===== config.mk =====
export PLATFORM = sky130hd
export DESIGN_NAME = alu_share_arb
export DESIGN_NICKNAME = d
export VERILOG_FILES = /design/src/rtl/alu_pkg.sv /design/src/rtl/alu_share_arb_rr_pick2.sv /design/src/rtl/alu_share_arb.sv
export SDC_FILE = /design/constraint.sdc
export NUM_CORES = 1
export LEC_CHECK = 0
export CAP_MARGIN = 20
export CORE_AREA = 2 2 126 128
export DETAILED_ROUTE_END_ITERATION = 10
export DIE_AREA = 0 0 128 130
export PLACE_DENSITY = 0.74
export SETUP_SLACK_MARGIN = 0.02
export SYNTH_ARGS = -nofsm -noshare
export SYNTH_HDL_FRONTEND = slang
export SYNTH_HIERARCHICAL = 1
export SYNTH_SLANG_ARGS = --single-unit

===== constraint.sdc =====
create_clock -name clk -period 3.55 [get_ports clk]
set_input_delay 0.71 -clock clk [delete_from_list [all_inputs] [get_ports clk]]
set_output_delay 0.71 -clock clk [all_outputs]
set_load 0.02 [all_outputs]

===== src/rtl/alu_pkg.sv =====
// alu_pkg: shared definitions for the ALU sharing arbiter.
//   - ALU control-code constants
//   - gin legality helper
//   - sequencer state encoding
package alu_pkg;

  localparam logic [2:0] GIN_AND  = 3'b000;
  localparam logic [2:0] GIN_OR   = 3'b001;
  localparam logic [2:0] GIN_ADD  = 3'b010;
  localparam logic [2:0] GIN_ADD2 = 3'b011;
  localparam logic [2:0] GIN_SRL  = 3'b100;
  localparam logic [2:0] GIN_SUB  = 3'b110;
  localparam logic [2:0] GIN_SLT  = 3'b111;

  typedef enum logic [1:0] {
    ST_IDLE = 2'd0,
    ST_EXEC = 2'd1,
    ST_RESP = 2'd2
  } state_t;

  // 3'b101 is the only unassigned control code
  function automatic logic gin_legal(input logic [2:0] g);
    return (g != 3'b101);
  endfunction

endpackage


===== src/rtl/alu_share_arb_rr_pick2.sv =====
// rr_pick2: two-way round-robin pick, purely combinational.
//   v0, v1      : request valids
//   last_grant  : id of the most recent grant
//   grant[1:0]  : one-hot grant (all zero when nothing is valid)
//   gid         : id of the granted port
module rr_pick2 (
  input  logic       v0,
  input  logic       v1,
  input  logic       last_grant,
  output logic [1:0] grant,
  output logic       gid
);

  always_comb begin
    gid = 1'b0;
    if (v0 && v1) gid = ~last_grant;
    else if (v1)  gid = 1'b1;
    grant = {v1 & gid, v0 & ~gid};
  end

endmodule


===== src/rtl/alu_share_arb.sv =====
// alu_share_arb: lets two requesters share one ALU, one operation at a time.
//   req0_* / req1_* : valid/ready operation ports (a, b, gin, shamt)
//   alu_*           : operand/control lines to the ALU and its result/flags
//   rsp_*           : shared response channel tagged with the requester id
//
//   state | meaning
//   ------+-----------------------------------------------------------
//   IDLE  | waiting for a request; grant one port, latch its operation
//   EXEC  | ALU sees the op registers; capture result and flags
//   RESP  | rsp_valid high, outputs held until rsp_ready
module alu_share_arb
  import alu_pkg::*;
#(
  parameter int WIDTH = 32,
  parameter int SHW   = 5
) (
  input  logic             clk,
  input  logic             reset,
  input  logic             req0_valid,
  output logic             req0_ready,
  input  logic [WIDTH-1:0] req0_a,
  input  logic [WIDTH-1:0] req0_b,
  input  logic [2:0]       req0_gin,
  input  logic [SHW-1:0]   req0_shamt,
  input  logic             req1_valid,
  output logic             req1_ready,
  input  logic [WIDTH-1:0] req1_a,
  input  logic [WIDTH-1:0] req1_b,
  input  logic [2:0]       req1_gin,
  input  logic [SHW-1:0]   req1_shamt,
  output logic             rsp_valid,
  input  logic             rsp_ready,
  output logic             rsp_id,
  output logic [WIDTH-1:0] rsp_sum,
  output logic             rsp_zout,
  output logic             rsp_nout,
  output logic             rsp_blez,
  output logic             rsp_err,
  output logic [WIDTH-1:0] alu_a,
  output logic [WIDTH-1:0] alu_b,
  output logic [WIDTH-1:0] alu_datab,
  output logic [SHW-1:0]   alu_shamt,
  output logic [2:0]       alu_gin,
  output logic             alu_baln,
  input  logic [WIDTH-1:0] alu_sum,
  input  logic             alu_zout,
  input  logic             alu_nout,
  input  logic             alu_blez
);

  state_t           state;
  logic             last_grant;
  logic [WIDTH-1:0] op_a, op_b;
  logic [2:0]       op_gin;
  logic [SHW-1:0]   op_shamt;
  logic             op_id;

  logic [1:0]       grant;
  logic             gid;
  logic             can_grant;

  rr_pick2 u_pick (
    .v0         (req0_valid),
    .v1         (req1_valid),
    .last_grant (last_grant),
    .grant      (grant),
    .gid        (gid)
  );

  // ready is suppressed while reset is asserted
  assign can_grant  = (state == ST_IDLE) && !reset;
  assign req0_ready = can_grant & grant[0];
  assign req1_ready = can_grant & grant[1];

  assign alu_a     = op_a;
  assign alu_b     = op_b;
  assign alu_datab = op_b;
  assign alu_shamt = op_shamt;
  // an illegal code is replaced by ADD so the ALU never sees it
  assign alu_gin   = gin_legal(op_gin) ? op_gin : GIN_ADD;
  assign alu_baln  = 1'b0;

  always_ff @(posedge clk) begin
    if (reset) begin
      state      <= ST_IDLE;
      last_grant <= 1'b1;
      op_a       <= '0;
      op_b       <= '0;
      op_gin     <= '0;
      op_shamt   <= '0;
      op_id      <= 1'b0;
      rsp_valid  <= 1'b0;
      rsp_id     <= 1'b0;
      rsp_sum    <= '0;
      rsp_zout   <= 1'b0;
      rsp_nout   <= 1'b0;
      rsp_blez   <= 1'b0;
      rsp_err    <= 1'b0;
    end else begin
      case (state)
        ST_IDLE: begin
          if (grant != 2'b00) begin
            op_a       <= gid ? req1_a     : req0_a;
            op_b       <= gid ? req1_b     : req0_b;
            op_gin     <= gid ? req1_gin   : req0_gin;
            op_shamt   <= gid ? req1_shamt : req0_shamt;
            op_id      <= gid;
            last_grant <= gid;
            state      <= ST_EXEC;
          end
        end
        ST_EXEC: begin
          if (gin_legal(op_gin)) begin
            rsp_sum  <= alu_sum;
            rsp_zout <= alu_zout;
            rsp_nout <= alu_nout;
            rsp_blez <= alu_blez;
            rsp_err  <= 1'b0;
          end else begin
            rsp_sum  <= '0;
            rsp_zout <= 1'b1;
            rsp_nout <= 1'b0;
            rsp_blez <= 1'b0;
            rsp_err  <= 1'b1;
          end
          rsp_id    <= op_id;
          rsp_valid <= 1'b1;
          state     <= ST_RESP;
        end
        ST_RESP: begin
          if (rsp_ready) begin
            rsp_valid <= 1'b0;
            state     <= ST_IDLE;
          end
        end
        default: state <= ST_IDLE;
      endcase
    end
  end

endmodule


After elaboration in Yosys (flattened, before gate mapping)
Cells that the tools add are included.

Register bits: 114. Output and inout port bits: 145. Logic and storage cells: 51. Bits of input ports: 184.

Eq/ne operators: 5. Bitwise logic cells: 6. Reductions and logical operators: 9. Mux-type cells: 17.

Operators with widths (number): 32-bit 2-to-1 mux (3); 1-bit 2-to-1 mux (7); 3-bit 2-to-1 mux (2); 2-bit one-hot mux with 3 select lines (1); 2-bit AND reduction (3); 5-bit 2-to-1 mux (1); 1-bit AND (4); 2-bit 2-to-1 mux (2); 2-bit nonzero test (2); 3-bit inequality test, second input constant (1); 2-bit by 1-bit equality test with 1-bit output, second input constant (1); 2-bit equality test, second input constant (1); 1-bit logical AND (2); 2-bit zero test (1); 2-bit by 1-bit inequality test with 1-bit output, second input constant (1); 2-bit inequality test, second input constant (1); 1-bit inverter (2); 1-bit one-hot mux with 2 select lines (1); 1-bit zero test (1).

Longest topological paths before layout
Word-level depth: 7. Gate-level depth with buffers: 7. Gate-level depth less buffers: 5.

Hierarchy
Netlist, hierarchy kept.

Modules (own cells, without submodules): alu_share_arb (cells each 483, times used 1, area an instance 4883.4 um2); rr_pick2 (cells each 4, times used 1, area an instance 26.3 um2).

Worst setup path after synthesis
No wires, ideal clock.

Path kind: input-to-output. From: in reset. To: out req0_ready. Arrival time: 1.623 ns. Path buffers: 2. Setup slack: 1.217 ns. Stages: 3. Cell sequence: clkbuf_1 > clkbuf_1 > nor3b_1.

Cells in the longest elaborated chain, start to end: 3.

Ends and longest elaborated chain: from (decl) (line alu_share_arb.sv:18) `input logic reset,`; 1-bit zero test (line alu_share_arb.sv:71) `assign can_grant = (state == ST_IDLE) && !reset;`; 1-bit logical AND (line alu_share_arb.sv:71); 1-bit AND (line alu_share_arb.sv:72) `assign req0_ready = can_grant & grant[0];`; to (decl) (line alu_share_arb.sv:20) `output logic req0_ready,`.

Every way passes these cells.

Final worst setup path
From: in req0_valid. To: out req0_ready.

Cells in the longest elaborated chain, start to end: 5.

Ends and longest elaborated chain: from (decl) (line alu_share_arb.sv:19) `input logic req0_valid,`; 1-bit logical AND (line alu_share_arb_rr_pick2.sv:16) `if (v0 && v1) gid = ~last_grant;`; 1-bit 2-to-1 mux (line alu_share_arb_rr_pick2.sv:16); 1-bit inverter (line alu_share_arb_rr_pick2.sv:18) `grant = {v1 & gid, v0 & ~gid};`; 1-bit AND * (line alu_share_arb_rr_pick2.sv:18); net grant[0] (line alu_share_arb.sv:58) `logic [1:0] grant;`; 1-bit AND * (line alu_share_arb.sv:72).

The timed path passes the listed nets; every way through them passes the cells marked *.

==> Implementation_results.wiki <==
{| class="wikitable"
! Metric !! Value
|-
| Initial cell density of the core || 0.3183
|-
| Pleak || 3.206 nW
|-
| Adder-cell area share of the yosys netlist || 0
|-
| Routability congestion estimate from global placement || 0.7521
|-
| Filler cell count || 1323
|-
| Transition time at the pin with the least slew margin || 0.7817 ns
|-
| Commonest cells post-synth || dfxtp_1 (114), a21oi_1 (76), a211oi_1 (73)
|-
| Fraction of the cycle the final worst path needs || 0.8866
|-
| Max FO, Critical Path || 3
|-
| Y dimension of the die || 130 um
|-
| Cell count of the worst reg-to-reg path || 6
|-
| Endpoint of the worst hold-timing path || rsp_err
|-
| Category of the worst setup path capture point || primary output
|-
| Count of TritonRoute iterations in the first routing pass || 4
|-
| Overall routing resource usage || 0.1897
|-
| Type of the worst setup path || in2out
|-
| Sw frac || 0.3166
|-
| Number of core rows || 46
|-
| Total nets after synthesis || 671
|-
| Vias in the first global route || 4680
|-
| Seq/Total Area, Yosys || 0.4648
|-
| Number of clock buffers inserted by TritonCTS || 17
|-
| Max VDD drop || 349.0 uV
|-
| Status || complete, no violations
|-
| Most instantiated flip-flop cell in the synthesis netlist || dfxtp_1
|-
| Tightest Hold Check Type || reg2reg
|-
| Share of layout cells above drive strength 1 || 0.06065
|-
| Endpoint of the worst-slack reg-to-reg timing path || alu_a[4]
|-
| Clk Latency, worst-skew pair || 0.41 ns
|-
| Total Power Consumption || 0.004507 W
|-
| Area growth syn-to-layout || 76.50%
|-
| Cell count after placement || 935
|-
| Cell internal power dissipation || 0.003080 W
|-
| First-pass GRT wire length || 24570 um
|-
| Cell area after technology mapping || 4910 sq um
|-
| Aggregate routed wire length || 16410 um
|-
| Number of vias per cell after detailed routing || 5.029
|-
| Horizontal extent of the die || 128 um
|-
| Maximum number of pins on one net before global-route repair || 74
|-
| CTS tree || yes
|-
| Share of total power in combinational logic || 0.314
|-
| Number of violations reported at the end of detailed-routing iteration 0 || 156
|-
| Most frequent cell after synthesis || dfxtp_1
|-
| Setup repair bufs after CTS || 0
|-
| Power per unit of standard cell area || 520.1 nW/um^2
|-
| Number of flops mapped to enable cells by yosys || 0
|-
| Main combinational cell family by area after synthesis || compound AO/OA/AOI/OAI gates
|-
| Count of hold buffers inserted by post-cts repair || 0
|-
| Async set-or-reset flop fraction in the synthesized netlist || 0
|-
| Hold-critical path depth || 2
|-
| Inserted Diodes || 0
|-
| Count of cells resized by post-cts repair || 0
|-
| Area fraction in and, or, nand and nor cells after synthesis || 0.03236
|-
| Fraction of power consumed by sequential logic || 0.345
|-
| Total negative setup slack || 0 ns
|-
| Clock network fraction of design power || 0.340
|-
| Setup skew after layout || 0.007009 ns
|-
| HPWL after DPL || 12160 um
|-
| Root cell of the clock tree || clkbuf_16
|-
| Post-route non-filler standard cell count || 967
|-
| Ports || 329
|-
| Finish-stage setup viols || 0
|-
| FF+latch count, synth || 114
|-
| Distinct cell type count of the synthesized netlist || 28
|-
| Core region area || 15420 sq um
|-
| Total net switching power || 0.001427 W
|-
| Post-Syn Area per Cell || 10.08 sq um
|-
| Net count of the finished layout || 946
|-
| Max-cap violations || 0
|-
| Hold path startpoint || rsp_err
|-
| Reg-to-reg startpoint || last_grant
|-
| Flop2flop setup slack || 1.81 ns
|-
| Worst slew margin relative to its limit || 0.4789
|-
| GR Overflow Total || 0
|-
| Vias post-DR || 4863
|-
| Post-layout min period || 3.147 ns
|-
| Number of levels in the clock H-tree || 4
|-
| Req. time, crit path || 2.84 ns
|-
| Initial antenna violation count || 0
|-
| Fraction of the mapped netlist area in compound gates || 0.2604
|-
| Category of the worst setup path launch point || primary input
|-
| Antenna-violating nets left || 0
|-
| Largest cells by area after synthesis || dfxtp_1 (46%), mux2i_1 (15%), a211oi_1 (11%)
|-
| IO Port Bufs || 327
|-
| Final Hold Viols || 0
|-
| Unrepaired setup endpoints after global routing || no
|-
| Area leader, netlist || dfxtp_1
|-
| Routed WL per cell || 16.97 um
|-
| Peak Freq || 0.3177 GHz
|-
| Die Outline Area || 16640 sq um
|-
| Gate count after technology mapping || 487
|-
| Xor and xnor fraction of the mapped netlist area || 0
|-
| Number of warnings reported in the yosys synthesis log || 6
|-
| Maximum number of buffers from clock root to sink || 2
|-
| Fraction of synthesized cell area taken by the top area cell type || 0.4648
|-
| Clk pin slew, worst setup/hold paths || 0.05 ns
|-
| Max-slew violation total from the final report || 0
|-
| Num Clock Sinks || 114
|-
| Post-detailed-route DRC marker count || 0
|-
| Portion of netlist area occupied by mux cells || 0.1468
|-
| Endpoint arrival time on the critical path || 2.44 ns
|}
## sequential cells by signal, indices dropped and copies added, names as in the netlist
register    count
rsp_id          1
rsp_zout        1
rsp_err         1
alu_shamt       5
last_grant      1
rsp_valid       1
op_id           1
state           2
alu_a          32
rsp_blez        1
op_gin          3
rsp_sum        32
alu_b          32
rsp_nout        1
## cells in the final DEF, fill, tap and decap left out, types with 6 or more instances in the layout
master / count
clkbuf_16: 17
a21oi_1: 76
a22o_1: 34
nand2_1: 6
dfxtp_1: 114
a211oi_1: 73
clkdlybuf4s50_1: 326
mux2i_1: 72
## cells by family (layout without fill, tap and decap cells)
group / Yosys count / in the layout
flip-flops: 114 / 114
buffers and inverters: 82 / 370
other: 1 / 1
multiplexers: 72 / 72
AND/OR/NAND/NOR: 27 / 27
AO/OA/AOI/OAI: 191 / 191
## power by group through the flow
stage	clock, W	sequential [W]	combinational [W]
after floorplan	0	0.00174	0.000588
after global placement	0	0.00157	0.00140
after detailed placement	0	0.00158	0.00143
after CTS	0.00157	0.00156	0.00143
after global routing	0.00165	0.00157	0.00151
final	0.00153	0.00156	0.00142
## per-layer routing
| metal | vias to the layer above | wire length [um] | GRT usage |
|---|---|---|---|
| li1 | 2342 | - | - |
| met2 | 223 | 8244 | 0.3306 |
| met3 | 23 | 1354 | 0.07708 |
| met1 | 2275 | 6459 | 0.2108 |
| met4 | 0 | 356 | 0.06593 |
| met5 | - | 0 | 0 |
## metrics by stage
| stage | hold slack, ns | util | setup slack [ns] | instance area, sq um |
|---|---|---|---|---|
| 6_report | 0.4613 | 0.5618 | 0.4027 | 8666 |
| 5_1_grt | 0.4851 | 0.5618 | 0.2338 | 8666 |
| 3_3_place_gp | 0.4497 | 0.5227 | 0.3373 | 8063 |
| 2_1_floorplan | 0.4284 | - | 1.217 | 4910 |
| 4_1_cts | 0.4627 | 0.5618 | 0.3803 | 8666 |
| 3_5_place_dp | 0.4484 | 0.5263 | 0.3928 | 8118 |
## worst max-delay path, stage by stage
cell and delay [ns]:
clkdlybuf4s50_1 0.54, a21boi_1 0.25, nor3b_1 0.24, clkdlybuf4s50_1 0.69
## worst max-delay path by stage
| stage | start | to | slack, ns | depth (start not counted) |
|---|---|---|---|---|
| 6_report | req0_valid | req0_ready | 0.40 | 4 |
| 5_1_grt | req0_valid | req0_ready | 0.23 | 4 |
| 4_1_cts | req0_valid | req0_ready | 0.38 | 4 |
| 3_5_place_dp | req0_valid | req0_ready | 0.39 | 4 |
| 3_3_place_gp | req0_valid | req0_ready | 0.34 | 4 |
| 2_1_floorplan | reset | req0_ready | 1.22 | 3 |
## final cells by class
type / count / area, sq um / share of cell area
multi-input combinational: 291 / 2178 / 0.2514
timing repair buffer: 335 / 3406 / 0.3930
clock buffer: 18 / 439.2 / 0.05068
tap: 192 / 240.2 / 0.02772
clock inverter: 14 / 108.9 / 0.01256
sequential: 114 / 2282 / 0.2634
inverter: 3 / 11.26 / 0.001299
Note: power is estimated with default switching activity, not from simulation.
